File: src/rtl/uart_pkg.sv
// Shared types and helpers for the UART line reverser.
//   rx_state_t / tx_state_t : receiver and transmitter FSM states
//   phase_t                 : FILL / DRAIN phase of the line (LIFO) mode
//   frame_t                 : one data frame, sized for the widest legal frame;
//                             narrower frames occupy the low bits, upper bits zero
//   bit_reverse()           : reverses the low 'width' bits of a frame
package uart_pkg;

  localparam int unsigned MAX_DATA_BITS = 9;

  typedef logic [MAX_DATA_BITS-1:0] frame_t;

  typedef enum logic [1:0] {RX_IDLE, RX_START, RX_DATA, RX_STOP} rx_state_t;
  typedef enum logic [1:0] {TX_IDLE, TX_START, TX_DATA, TX_STOP} tx_state_t;
  typedef enum logic       {PH_FILL, PH_DRAIN} phase_t;

  // Reverse the full frame, then shift right so the reversed data lands back in
  // the low 'width' bits (the zero upper bits fall off the bottom).
  function automatic frame_t bit_reverse(input frame_t value, input int unsigned width);
    frame_t full;
    for (int i = 0; i < int'(MAX_DATA_BITS); i++) full[i] = value[MAX_DATA_BITS-1-i];
    return full >> (MAX_DATA_BITS - width);
  endfunction

endpackage

File: src/rtl/uart_rx_core.sv
// UART receiver: 2-flop synchroniser, start/data/stop FSM, framing check.
// Ports:
//   CP       in   system clock, rising edge
//   RST      in   asynchronous active-high reset
//   rx       in   serial input, idle high, asynchronous to CP
//   rx_data  out  received frame, LSB-aligned, upper unused bits zero
//   rx_valid out  one-cycle pulse when a frame with a valid stop bit arrives
module uart_rx_core
  import uart_pkg::*;
#(
  parameter int DATA_BITS    = 8,
  parameter int CLKS_PER_BIT = 104
) (
  input  logic                     CP,
  input  logic                     RST,
  input  logic                     rx,
  output logic [MAX_DATA_BITS-1:0] rx_data,
  output logic                     rx_valid
);

  localparam int         CNT_W    = $clog2(CLKS_PER_BIT);
  localparam logic [CNT_W-1:0] FULL_M1  = CNT_W'(CLKS_PER_BIT - 1);
  localparam logic [CNT_W-1:0] HALF_M1  = CNT_W'(CLKS_PER_BIT / 2 - 1);
  localparam logic [3:0] LAST_BIT = 4'(DATA_BITS - 1);

  logic             rx_s1, rx_s2, rx_d;
  rx_state_t        state;
  logic [CNT_W-1:0] cnt;
  logic [3:0]       bit_idx;
  frame_t           shift;

  // rx_d is the previous synchronised sample, used only for 1->0 detection.
  // Because a start needs a high-to-low edge, a line held low after a framing
  // error cannot re-trigger until it has returned high.
  // NOTE: every register here is updated with <= so all flops sample the
  // pre-edge values; blocking assignments would chain the synchroniser stages.
  always_ff @(posedge CP or posedge RST) begin
    if (RST) begin
      rx_s1 <= 1'b1;
      rx_s2 <= 1'b1;
      rx_d  <= 1'b1;
    end else begin
      rx_s1 <= rx;
      rx_s2 <= rx_s1;
      rx_d  <= rx_s2;
    end
  end

  always_ff @(posedge CP or posedge RST) begin
    if (RST) begin
      state    <= RX_IDLE;
      cnt      <= '0;
      bit_idx  <= '0;
      shift    <= '0;
      rx_data  <= '0;
      rx_valid <= 1'b0;
    end else begin
      rx_valid <= 1'b0;
      case (state)
        RX_IDLE: begin
          if (rx_d && !rx_s2) begin
            state <= RX_START;
            cnt   <= '0;
          end
        end
        RX_START: begin
          if (cnt == HALF_M1) begin
            cnt     <= '0;
            bit_idx <= '0;
            shift   <= '0;
            // High at mid-start means the falling edge was a glitch.
            state   <= rx_s2 ? RX_IDLE : RX_DATA;
          end else begin
            cnt <= cnt + 1'b1;
          end
        end
        RX_DATA: begin
          if (cnt == FULL_M1) begin
            cnt            <= '0;
            shift[bit_idx] <= rx_s2;
            if (bit_idx == LAST_BIT) state <= RX_STOP;
            else                     bit_idx <= bit_idx + 1'b1;
          end else begin
            cnt <= cnt + 1'b1;
          end
        end
        RX_STOP: begin
          if (cnt == FULL_M1) begin
            cnt   <= '0;
            state <= RX_IDLE;
            // A low stop bit is a framing error: the byte is silently dropped.
            if (rx_s2) begin
              rx_data  <= shift;
              rx_valid <= 1'b1;
            end
          end else begin
            cnt <= cnt + 1'b1;
          end
        end
        default: state <= RX_IDLE;
      endcase
    end
  end

endmodule

File: src/rtl/uart_line_reverser.sv
// UART echo block: receives frames on rx and retransmits them on tx.
//   MODE 0: each byte is sent back with its bit order reversed.
//   MODE 1: bytes collect in a LIFO until DELIM arrives or the LIFO fills, then
//           the line is sent back in reverse byte order (DELIM appended only
//           when the line was ended by DELIM).
// Ports:
//   CP       in   system clock, rising edge
//   RST      in   asynchronous active-high reset
//   rx       in   serial input, idle high
//   tx       out  serial output, idle high
//   busy     out  transmitter active, LIFO non-empty or holding register full
//   overflow out  one-cycle pulse for every received byte that is dropped
module uart_line_reverser
  import uart_pkg::*;
#(
  parameter int                   DATA_BITS    = 8,
  parameter int                   CLKS_PER_BIT = 104,
  parameter int                   DEPTH        = 16,
  parameter int                   MODE         = 1,
  parameter logic [DATA_BITS-1:0] DELIM        = 8'h0A
) (
  input  logic CP,
  input  logic RST,
  input  logic rx,
  output logic tx,
  output logic busy,
  output logic overflow
);

  localparam int               PTR_W    = $clog2(DEPTH);
  localparam int               CNT_W    = $clog2(CLKS_PER_BIT);
  localparam logic [CNT_W-1:0] FULL_M1  = CNT_W'(CLKS_PER_BIT - 1);
  localparam logic [3:0]       LAST_BIT = 4'(DATA_BITS - 1);
  localparam logic [PTR_W:0]   LAST_CNT = (PTR_W + 1)'(DEPTH - 1);

  frame_t           rx_data;
  logic             rx_valid;

  frame_t           lifo [DEPTH];
  logic [PTR_W:0]   count;
  phase_t           phase;
  logic             append_delim;
  frame_t           hold_data;
  logic             hold_valid;

  tx_state_t        tx_state;
  logic [CNT_W-1:0] tx_cnt;
  logic [3:0]       tx_bit;
  frame_t           tx_shift;

  frame_t           delim_f;
  logic             is_delim;
  logic             push;
  logic [PTR_W-1:0] top_idx;
  logic             next_avail;
  frame_t           next_data;
  logic             take;

  uart_rx_core #(
    .DATA_BITS    (DATA_BITS),
    .CLKS_PER_BIT (CLKS_PER_BIT)
  ) u_rx (
    .CP       (CP),
    .RST      (RST),
    .rx       (rx),
    .rx_data  (rx_data),
    .rx_valid (rx_valid)
  );

  assign delim_f  = frame_t'(DELIM);
  assign is_delim = (rx_data == delim_f);
  assign push     = (MODE != 0) && (phase == PH_FILL) && rx_valid && !is_delim;
  assign top_idx  = PTR_W'(count - 1'b1);

  // Next frame the transmitter may start, if any.
  // NOTE: defaults are assigned first so every path drives both outputs and
  // no latch is inferred.
  always_comb begin
    next_avail = 1'b0;
    next_data  = '0;
    if (MODE == 0) begin
      next_avail = hold_valid;
      next_data  = hold_data;
    end else if (phase == PH_DRAIN) begin
      if (count != '0) begin
        next_avail = 1'b1;
        next_data  = lifo[top_idx];
      end else if (append_delim) begin
        next_avail = 1'b1;
        next_data  = delim_f;
      end
    end
  end

  // A frame starts from idle or straight out of the last stop-bit cycle, which
  // gives back-to-back frames with no idle gap.
  assign take = next_avail &&
                ((tx_state == TX_IDLE) || (tx_state == TX_STOP && tx_cnt == FULL_M1));

  assign busy = (tx_state != TX_IDLE) | (count != '0) | hold_valid;

  // NOTE: the LIFO array has no reset; count alone says which entries are
  // live, so the storage can map onto plain RAM.
  always_ff @(posedge CP) begin
    if (push) lifo[count[PTR_W-1:0]] <= rx_data;
  end

  // Buffer control: holding register (MODE 0) or LIFO phase/count (MODE 1).
  always_ff @(posedge CP or posedge RST) begin
    if (RST) begin
      count        <= '0;
      phase        <= PH_FILL;
      append_delim <= 1'b0;
      hold_data    <= '0;
      hold_valid   <= 1'b0;
      overflow     <= 1'b0;
    end else begin
      overflow <= 1'b0;
      if (MODE == 0) begin
        if (take) hold_valid <= 1'b0;
        // Full register drops the new byte even if it is emptying this cycle.
        if (rx_valid) begin
          if (hold_valid) begin
            overflow <= 1'b1;
          end else begin
            hold_data  <= bit_reverse(rx_data, DATA_BITS);
            hold_valid <= 1'b1;
          end
        end
      end else begin
        case (phase)
          PH_FILL: begin
            if (rx_valid) begin
              if (is_delim) begin
                phase        <= PH_DRAIN;
                append_delim <= 1'b1;
              end else begin
                count <= count + 1'b1;
                // Filling the last slot flushes the line without a terminator.
                if (count == LAST_CNT) begin
                  phase        <= PH_DRAIN;
                  append_delim <= 1'b0;
                end
              end
            end
          end
          PH_DRAIN: begin
            if (rx_valid) overflow <= 1'b1;
            if (take) begin
              if (count != '0) count <= count - 1'b1;
              else             append_delim <= 1'b0;
            end else if (tx_state == TX_IDLE && count == '0 && !append_delim) begin
              phase <= PH_FILL;
            end
          end
          default: phase <= PH_FILL;
        endcase
      end
    end
  end

  // Transmitter FSM with a registered tx output.
  always_ff @(posedge CP or posedge RST) begin
    if (RST) begin
      tx_state <= TX_IDLE;
      tx       <= 1'b1;
      tx_cnt   <= '0;
      tx_bit   <= '0;
      tx_shift <= '0;
    end else begin
      case (tx_state)
        TX_IDLE: begin
          tx <= 1'b1;
          if (take) begin
            tx_state <= TX_START;
            tx       <= 1'b0;
            tx_shift <= next_data;
            tx_cnt   <= '0;
          end
        end
        TX_START: begin
          if (tx_cnt == FULL_M1) begin
            tx_state <= TX_DATA;
            tx_cnt   <= '0;
            tx_bit   <= '0;
            tx       <= tx_shift[0];
            tx_shift <= tx_shift >> 1;
          end else begin
            tx_cnt <= tx_cnt + 1'b1;
          end
        end
        TX_DATA: begin
          if (tx_cnt == FULL_M1) begin
            tx_cnt <= '0;
            if (tx_bit == LAST_BIT) begin
              tx_state <= TX_STOP;
              tx       <= 1'b1;
            end else begin
              tx_bit   <= tx_bit + 1'b1;
              tx       <= tx_shift[0];
              tx_shift <= tx_shift >> 1;
            end
          end else begin
            tx_cnt <= tx_cnt + 1'b1;
          end
        end
        TX_STOP: begin
          if (tx_cnt == FULL_M1) begin
            tx_cnt <= '0;
            if (take) begin
              tx_state <= TX_START;
              tx       <= 1'b0;
              tx_shift <= next_data;
            end else begin
              tx_state <= TX_IDLE;
            end
          end else begin
            tx_cnt <= tx_cnt + 1'b1;
          end
        end
        default: tx_state <= TX_IDLE;
      endcase
    end
  end

endmodule
File: config.mk
export PLATFORM = sky130hd
export DESIGN_NAME = uart_line_reverser
export DESIGN_NICKNAME = d
export VERILOG_FILES = /design/src/rtl/uart_pkg.sv /design/src/rtl/uart_rx_core.sv /design/src/rtl/uart_line_reverser.sv
export SDC_FILE = /design/constraint.sdc
export NUM_CORES = 1
export LEC_CHECK = 0
export CELL_PAD_IN_SITES_DETAIL_PLACEMENT = 1
export CELL_PAD_IN_SITES_GLOBAL_PLACEMENT = 1
export CORE_UTILIZATION = 30
export DETAILED_ROUTE_END_ITERATION = 8
export PLACE_DENSITY_LB_ADDON = 0.08
export SLEW_MARGIN = 40
export SYNTH_ARGS = -nofsm -noshare
export SYNTH_HDL_FRONTEND = slang
export SYNTH_SLANG_ARGS = --single-unit
File: constraint.sdc
create_clock -name CP -period 5.25 [get_ports CP]
set_input_delay 1.05 -clock CP [delete_from_list [all_inputs] [get_ports CP]]
set_output_delay 1.05 -clock CP [all_outputs]
set_load 0.005 [all_outputs]
# Yosys cells after proc, flatten, opt, wreduce, memory -nomap -nowiden
# Memories as Yosys holds them, arrays and structs flattened.
# Index checks and enable logic that the tools add are counted.
dict set report totals {
  in_bits 3
  wordCells 171
  reg_bits 66
  n_memories 1
  mem_bits_rw 144
  out_inout_bits 3
}
# memory depth width read_ports rd_clocked_by_memory_dff wr line_no
set memory_table {}
lappend memory_table {lifo 16 9 1 0 1 uart_line_reverser.sv:39} ;# frame_t lifo [DEPTH];
dict set report op_classes {
  magnitude_cmp 2
  n_bitwise 3
  n_eq_ne 32
  n_addsub 6
  n_mux 78
  reduce_logical 31
}
# cell n
set ops {}
lappend ops {{two-way mux 9 bit} 9}
lappend ops {{one-hot mux 9 bit (4 select lines)} 1}
lappend ops {{two-way mux 7 bit} 5}
lappend ops {{two-way mux 1 bit} 28}
lappend ops {{two-way mux 4 bit} 7}
lappend ops {{AND reduction 4 bit} 6}
lappend ops {{two-way mux 2 bit} 11}
lappend ops {{one-hot mux 7 bit (3 select lines)} 1}
lappend ops {{two-way mux 5 bit} 4}
lappend ops {{inequality test 2 x 1 -> 1 bit, second input constant} 9}
lappend ops {{inequality test 2 bit, second input constant} 9}
lappend ops {{one-hot mux 9 bit (2 select lines)} 1}
lappend ops {{one-hot mux 2 bit (4 select lines)} 2}
lappend ops {{one-hot mux 4 bit (2 select lines)} 2}
lappend ops {{adder 7 x 1 -> 7 bit, second input constant} 2}
lappend ops {{equality test 7 bit, second input constant} 2}
lappend ops {{one-hot mux 7 bit (2 select lines)} 1}
lappend ops {{one-hot mux 5 bit (2 select lines)} 1}
lappend ops {{AND reduction 5 bit} 2}
lappend ops {{bitwise mux 9 bit} 1}
lappend ops {{equality test 9 x 4 -> 1 bit, second input constant} 1}
lappend ops {{adder 4 x 1 -> 4 bit, second input constant} 2}
lappend ops {{equality test 2 bit, second input constant} 4}
lappend ops {{equality test 4 x 3 -> 1 bit, second input constant} 2}
lappend ops {{other kinds (23)} 39}

# Depth between registers and ports, before layout
# Gate-level depths: netlist (run 1).
dict set report depth {
  depth_word 7
  depth_mapped 11
  depth_no_buf 7
}

# Hierarchy
# A second synthesis (run 1) with hierarchy kept.
dict set report unflattened {
  cells_unflattened 615
  area_unflattened_um2 9245.1
}
# mod cells_per_inst n_inst seq_area_each_um2 area_each_um2
set modules_own_cells {}
lappend modules_own_cells {uart_line_reverser 456 1 5101.1 7500.9}
lappend modules_own_cells {uart_rx_core 159 1 879.6 1744.2}

# Worst setup path before layout (run 1)
# Ideal clock, no wire load.
dict set report synth_path {
  path_kind {reg2reg}
  startpoint {register count[0]}
  endpoint {register tx_shift[7]}
  setup_ns 0.124
  stages_incl_launch_ff 11
  n_path_buf 4
  required_time_ns 5.126
  setup_slack_ns 2.429
  arrival_time_ns 2.696
  synth_period_minus_slack_ns 2.821
  path_cell_list {dfrtp_1 > buf_6 > buf_6 > inv_1 > ha_1 > buf_2 > clkbuf_1 > mux4_2 > mux4_2 > a22oi_1 > a21oi_1}
}
dict set report synth_via {
  elab_chain_cells 7
  word_cells_on_any_way 11
  classes_between {add/sub (1); mux (7); reduce/logical (2); memory (1)}
}
# item line_no
set synth_lines {}
lappend synth_lines {{from (decl)} uart_line_reverser.sv:40} ;# logic [PTR_W:0] count;
lappend synth_lines {{from (signal assigned)} uart_line_reverser.sv:138} ;# count <= count + 1'b1;
lappend synth_lines {{from (signal assigned)} uart_line_reverser.sv:150} ;# if (count != '0) count <= count - 1'b1;
lappend synth_lines {{subtractor 5 x 1 -> 5 bit *} n/a}
lappend synth_lines {{net top_idx[0]} uart_line_reverser.sv:54} ;# logic [PTR_W-1:0] top_idx;
lappend synth_lines {{memory read (16 x 9 bit) *} n/a}
lappend synth_lines {{two-way mux 9 bit *} uart_line_reverser.sv:85} ;# if (count != '0) begin
lappend synth_lines {{two-way mux 9 bit *} uart_line_reverser.sv:84} ;# end else if (phase == PH_DRAIN) begin
lappend synth_lines {{two-way mux 9 bit *} {uart_line_reverser.sv:174, uart_line_reverser.sv:210}}
lappend synth_lines {{two-way mux 9 bit} uart_line_reverser.sv:208} ;# if (tx_cnt == FULL_M1) begin
lappend synth_lines {{one-hot mux 9 bit (4 select lines) *} uart_line_reverser.sv:171} ;# case (tx_state)
lappend synth_lines {{to (signal assigned)} uart_line_reverser.sv:177} ;# tx_shift <= next_data;
lappend synth_lines {{to (signal assigned)} uart_line_reverser.sv:187} ;# tx_shift <= tx_shift >> 1;
lappend synth_lines {{to (signal assigned)} uart_line_reverser.sv:213} ;# tx_shift <= next_data;
lappend synth_lines {{to (decl)} uart_line_reverser.sv:49} ;# frame_t tx_shift;
# The timed path passes the listed nets; every way through them passes the cells marked *. The select of a mux whose other input is x is not followed.
# A chain may end at the register's enable or synchronous reset.

# Worst setup path in the final report (run 1)
dict set report layout_path {
  startpoint {register count[1]}
  endpoint {register tx_shift[1]}
}
dict set report layout_via {
  elab_chain_cells 7
  word_cells_on_any_way 11
  classes_between {add/sub (1); mux (7); reduce/logical (2); memory (1)}
}
# item line_no
set layout_lines {}
lappend layout_lines {{subtractor 5 x 1 -> 5 bit or nonzero test 5 bit (tied branches)} n/a}
lappend layout_lines {{memory read (16 x 9 bit) or two-way mux 1 bit (tied branches)} n/a}
lappend layout_lines {{two-way mux 9 bit or two-way mux 1 bit (tied branches)} {uart_line_reverser.sv:85, uart_line_reverser.sv:84}}
lappend layout_lines {{two-way mux 9 bit or logical AND 1 bit (tied branches)} {uart_line_reverser.sv:84, uart_line_reverser.sv:97}}
lappend layout_lines {{two-way mux 9 bit *} {uart_line_reverser.sv:174, uart_line_reverser.sv:210}}
lappend layout_lines {{two-way mux 9 bit} uart_line_reverser.sv:208}
lappend layout_lines {{one-hot mux 9 bit (4 select lines) *} uart_line_reverser.sv:171}
# Mark *: on every way between the ends. The rest lies on a longest branch, timed or not. The select of a mux whose other input is x is not followed.

==> results.sh, run 1 <==
export IMPL_grt_pass1_wl_um=34700
export IMPL_io_pin_count=6
export IMPL_max_freq_mhz=337
export IMPL_synth_top_area_share_pct=47.4
export IMPL_antenna_cells=0
export IMPL_setup_tns_ps=0
export IMPL_antenna_found_initial=1
export IMPL_p_leak_uw=0.00331
export IMPL_slew_violations=0
export IMPL_grt_pass1_vias=5588
export IMPL_r2r_start="count[1]"
export IMPL_drive_gt1_share_pct=20.1
export IMPL_vias=5171
export IMPL_grt_ovfl_total=0
export IMPL_yosys_top_cells_count="edfxtp_1 (144), dfrtp_1 (62), nand2_1 (60)"
export IMPL_drt_iter0_drc=339
export IMPL_period_minus_slack_ps=2960
export IMPL_async_flop_share_pct=31.4
export IMPL_yosysSeqAreaShare_pct=65.6
export IMPL_clk_pin_slew_ps=60
export IMPL_avgSynthCellArea_sq_um=15.0
export IMPL_numClockSinks=210
export IMPL_wire_per_inst_um=21.6
export IMPL_cp_max_fo=30
export IMPL_start_util_pct=30.6
export IMPL_cts_tree="yes"
export IMPL_syn_inst=606
export IMPL_yosysWarnings=1
export IMPL_p_per_area_nw_per_um2=360
export IMPL_rsz0062_at_grt="false"
export IMPL_syn_num_nets=626
export IMPL_max_slew_margin_pct=46.6
export IMPL_grt_busiest_layer="met2"
export IMPL_dp_hpwl_um=14800
export IMPL_clock_path_buffers=3
export IMPL_grtUsageMet3_pct=1.98
export IMPL_viasPerCell=5.02
export IMPL_hold_viol_final=0
export IMPL_clk_latency_ps=530
export IMPL_skew_ps=21.4
export IMPL_ctsResizeCount=0
export IMPL_drc_errors=0
export IMPL_cts_made_buffers=24
export IMPL_core_area_sq_um=29800
export IMPL_postCtsHoldBufs=0
export IMPL_globalRouteMet2Util_pct=25.2
export IMPL_ys_seq_elements=210
export IMPL_synthTopCellsByArea="edfxtp_1 (47%), dfrtp_1 (17%), mux4_2 (11%)"
export IMPL_maxCapViolCount=0
export IMPL_worstHoldStart="u_rx.rx_s1"
export IMPL_crit_required_ps=5620
export IMPL_max_slew_worst_pin_slew_ps=799
export IMPL_dieWidth_um=176
export IMPL_timing_critical_path_from="count[1]"
export IMPL_setup_viol=0
export IMPL_io_buffer_count=4
export IMPL_drtAntennaViolNets=0
export IMPL_htreeDepth=1
export IMPL_startpoint_type="register"
export IMPL_synth_most_common_cell="edfxtp_1"
export IMPL_synth_largest_area_cell="edfxtp_1"
export IMPL_hold_class="register to register"
export IMPL_drt_first_pass_iters=4
export IMPL_gp_congestion=0.749
export IMPL_status="finished clean"
export IMPL_dp_cells=987
export IMPL_finalCritPeriodShare_pct=56.5
export IMPL_die_area_sq_um=31100
export IMPL_root_buffer="clkbuf_16"
export IMPL_ys_flop_type="edfxtp_1"
export IMPL_ys_types=58
export IMPL_end_kind="register"
export IMPL_fp_dieH_um=176
export IMPL_ir_worst_vdd_mv=0.171
export IMPL_final_nets=643
export IMPL_cts_setup_buffers=0
export IMPL_core_rowCount=63
export IMPL_met1_usage_pct=20.1
export IMPL_grt_max_degree=42
export IMPL_synth_edf_count=144
export IMPL_stdcell_count=1031
export IMPL_path_class="register to register"
export IMPL_track_usage_pct=15.0
export IMPL_syn_cell_area_sq_um=9120
export IMPL_arrival_ps=3330
export IMPL_fillCellCount=3101
export IMPL_routed_wl_um=22300
export IMPL_syn_to_final_growth_pct=14.7
metal layers:
layer  vias up  part of all wire [%]
met3        38                   3.9
met5         -                     0
li1       2358                     -
met4         0                   2.5
met1      2690                    45
met2        85                    49
per-stage QoR:
stage          setup WS (ps)  utilization, %  hold slack, ps  power [uW]  cell area, sq um
3_3_place_gp            2250            32.3             346        2090              9610
3_5_place_dp            2210            32.4             351        2090              9640
2_1_floorplan           2430               -             345        2030              9120
5_1_grt                 2040            35.1             365        3920             10500
6_report                2290            35.1             361        3770             10500
4_1_cts                 2200            35.1             361        3830             10400
sequential cells by signal, indices dropped and copies added, names as in the netlist, 2 cells and up, named ones only:
signal / cells
tx_cnt: 7
lifo: 144
count: 5
u_rx.bit_idx: 4
tx_state: 2
tx_shift: 9
tx_bit: 4
u_rx.shift: 9
u_rx.cnt: 7
u_rx.rx_data: 9
layout by cell type (no fill, tap or decap), types with 3 or more instances in the layout:
cell,count
nor2_2,11
a22o_1,14
clkinv_1,5
o21ai_0,31
bufinv_16,4
a21o_1,5
nand2_1,60
a21oi_1,27
clkinv_2,9
dfrtp_1,61
a22oi_1,8
mux4_2,43
nand2b_1,6
nand4_1,3
clkbuf_16,24
edfxtp_1,144
ha_1,17
clkdlybuf4s50_1,4
inv_1,17
mux2i_1,3
nand3_1,13
and3_1,12
dfstp_2,4
nor2_1,22
xor2_1,4
nor3_1,12
xnor2_1,9
and2_1,4
mux2_2,11
buf_4,9
power breakdown:
part           total (uW)  leakage (uW)  internal, uW  switching [uW]
registers            1830       0.00189          1780            48.1
logic                 227       0.00102          85.3             141
clock network        1710      0.000403          1030             679
area by class of cell:
cell class / count / area, sq um / share of cell area [%]
inverters: 18 / 70.1 / 0.670
multi-input cells: 354 / 2970 / 28.4
clock inverters: 19 / 200 / 1.91
well taps: 390 / 488 / 4.67
repair buffers: 15 / 139 / 1.33
clock buffers: 25 / 604 / 5.78
flip-flops and latches: 210 / 5980 / 57.2
logic make-up (layout without fill, tap and decap cells):
| group | Yosys count | in the layout | synth area share [%] |
|---|---|---|---|
| AO/OA/AOI/OAI | 111 | 111 | 8.33 |
| XOR/XNOR | 13 | 13 | 1.25 |
| buffers and inverters | 42 | 77 | 2.15 |
| AND/OR/NAND/NOR | 155 | 155 | 7.99 |
| flip-flops | 210 | 210 | 65.6 |
| adder cells (fa/ha/maj) | 17 | 17 | 2.33 |
| multiplexers | 57 | 57 | 12.3 |
| other | 1 | 1 | 0.0411 |
critical path, cell delays in order (launching register included):
cell and delay [ps]:
dfrtp_1 430, inv_1 120, ha_1 590, buf_12 290
mux4_2 360, mux2i_1 330, nor2_1 90, a2111oi_2 380
o221ai_1 190
final timing paths:
| kind | endpoint | slack [ps] | depth (start not counted) |
|---|---|---|---|
| min in group asynchronous | tx_shift[8] | 960 | 2 |
| min | u_rx.rx_s2 | 360 | 0 |
| max in group asynchronous | u_rx.rx_s2 | 3450 | 3 |
| max reg2reg | tx_shift[1] | 2290 | 8 |
| max | tx_shift[1] | 2290 | 8 |
| min reg2reg | u_rx.rx_s2 | 360 | 0 |
(Power assumes the default switching activity.)
==> run 2: changes to the inputs <==
- clock period: 5.25 -> 2.42 ns (I/O delays scaled with it)
==> run 2 against run 1 <==
Sequential power up 120%; flip-flop and latch count unchanged; final area up 4.8%; clock power up 100%; global-route usage down 0.15 points; fmax up 26%; final cell count up 5.6%; power up 110%; worst setup slack worse by 2200 ps; non-clock buffer count up 56; via count up 3.6%; clock skew down 2.0 ps.
==> results.sh, run 2 (same netlist as run 1, synthesis figures left out) <==
export IMPL_status="finished clean"
export IMPL_intPower_uw=6130
export IMPL_clk_pin_slew_ps=60
export IMPL_path_class="register to register"
export IMPL_mostFrequentLayoutCell="edfxtp_1"
export IMPL_fin_util_pct=36.8
export IMPL_drtAntennaViolNets=0
export IMPL_combPwrFrac_pct=6.7
export IMPL_postCtsHoldBufs=0
export IMPL_syn_to_final_growth_pct=20.2
export IMPL_numClockSinks=210
export IMPL_hold_viol_final=0
export IMPL_fp_dieH_um=176
export IMPL_path_delay_family="multiplexers"
export IMPL_drive_gt1_share_pct=26.2
export IMPL_ir_worst_vdd_mv=0.468
export IMPL_track_usage_pct=14.8
export IMPL_startpoint_type="register"
export IMPL_final_nets=701
export IMPL_max_slew_margin_pct=55.4
export IMPL_dp_hpwl_um=15000
export IMPL_grt_ovfl_total=0
export IMPL_critical_path_slowest_cell="mux4_2"
export IMPL_routed_wl_um=22200
export IMPL_core_area_sq_um=29800
export IMPL_maxCapViolCount=0
export IMPL_stdcell_count=1089
export IMPL_dp_cells=1028
export IMPL_cts_made_buffers=26
export IMPL_final_cell_mix="edfxtp_1 (144), dfrtp_1 (61), nand2_1 (60)"
export IMPL_period_minus_slack_ps=2360
export IMPL_drt_iter0_drc=230
export IMPL_gp_congestion=0.733
export IMPL_viasPerCell=4.92
export IMPL_core_rowCount=63
export IMPL_drc_errors=0
export IMPL_slew_violations=0
export IMPL_r2r_start="count[0]"
export IMPL_grt_pass1_wl_um=35100
export IMPL_grt_pass1_vias=5763
export IMPL_max_slew_worst_pin_slew_ps=663
export IMPL_hold_class="input port to asynchronous set/reset pin"
export IMPL_io_pin_count=6
export IMPL_htreeDepth=1
export IMPL_p_sw_uw=1870
export IMPL_worst_path_buf_inv=3
export IMPL_slowest_delay_ps=490
export IMPL_antenna_cells=0
export IMPL_crit_required_ps=2810
export IMPL_cts_tree="yes"
export IMPL_cp_max_fo=13
export IMPL_max_freq_mhz=424
export IMPL_drt_first_pass_iters=4
export IMPL_antenna_found_initial=1
export IMPL_pwr_share_seq_pct=49.7
export IMPL_clk_latency_ps=530
export IMPL_vias=5355
export IMPL_largest_reg_flops=144
export IMPL_skew_ps=19.4
export IMPL_start_util_pct=30.6
export IMPL_io_buffer_count=4
export IMPL_arrival_ps=2740
export IMPL_grt_max_degree=67
export IMPL_setup_viol=0
export IMPL_p_leak_uw=0.00360
export IMPL_wire_per_inst_um=20.4
export IMPL_p_clk_share_pct=43.6
export IMPL_timing_critical_path_from="count[0]"
export IMPL_clock_path_buffers=3
export IMPL_p_per_area_nw_per_um2=730
export IMPL_dieWidth_um=176
export IMPL_crit_chain="inv_6, ha_4, buf_12, buf_12, mux4_2, mux4_2, a22oi_1, a21oi_1"
export IMPL_root_buffer="clkbuf_16"
export IMPL_finalCritPeriodShare_pct=97.4
export IMPL_end_kind="register"
export IMPL_switching_share_pct=23.3
export IMPL_die_area_sq_um=31100
-- run 2: per-layer routing --
layer / up-vias / track usage, % / routed length [um]
met5: - / 0 / 0
li1: 2482 / - / -
met1: 2766 / 20.3 / 10200
met2: 74 / 24.7 / 10800
met3: 33 / 2.11 / 720
met4: 0 / 3.70 / 388
-- run 2: power by group through the flow --
stage	Sequential, uW	Combinational (uW)	Clock (uW)
after floorplan	3990	407	0
after global placement	4040	536	0
after detailed placement	4040	547	0
after CTS	3970	546	3600
after global routing	3990	619	3710
final	3980	538	3480
-- run 2: stage by stage --
stage | setup TNS [ps] | hold slack, ps | total power [uW] | instance area, sq um | setup WS, ps
after floorplan | 0 | 345 | 4400 | 9170 | 2.46
after global placement | -1210 | 346 | 4580 | 9990 | -108
after detailed placement | -84.5 | 348 | 4590 | 10000 | -49.7
after CTS | 0 | 335 | 8120 | 10800 | 43.7
after global routing | -10.5 | 349 | 8330 | 11000 | -10.5
final | 0 | 356 | 8000 | 11000 | 62.0
-- run 2: cell type report --
type	instances	area [sq um]
sequential	210	5980
timing repair buffer	71	642
clock buffer	38	717
multi-input combinational	354	3020
tap	390	488
clock inverter	8	36.3
inverter	18	72.6
fill	3079	18800
-- run 2: final timing paths --
check                         endpoint  slack, ps  cells past startpoint
setup / recovery           tx_shift[7]         60                      8
hold / removal               tx_cnt[5]        360                      3
setup reg to reg           tx_shift[7]         60                      8
hold reg to reg             u_rx.rx_s2        360                      0
max in group asynchronous    u_rx.rx_d       1730                      3
min in group CP             u_rx.rx_s1        360                      1
-- run 2: worst min-delay path: stages --
cell and delay [ps]:
clkdlybuf4s50_1 420, inv_2 70, buf_12 320
-- run 2: what timing repair did --
| action | in CTS | in global routing |
|---|---|---|
| gates resized for setup | 3 | 3 |
| hold endpoints to repair | 0 | 0 |
| buffers inserted | 4 | 11 |
| pin swaps | 1 | 1 |
| endpoints found under the setup margin | 6 | 6 |
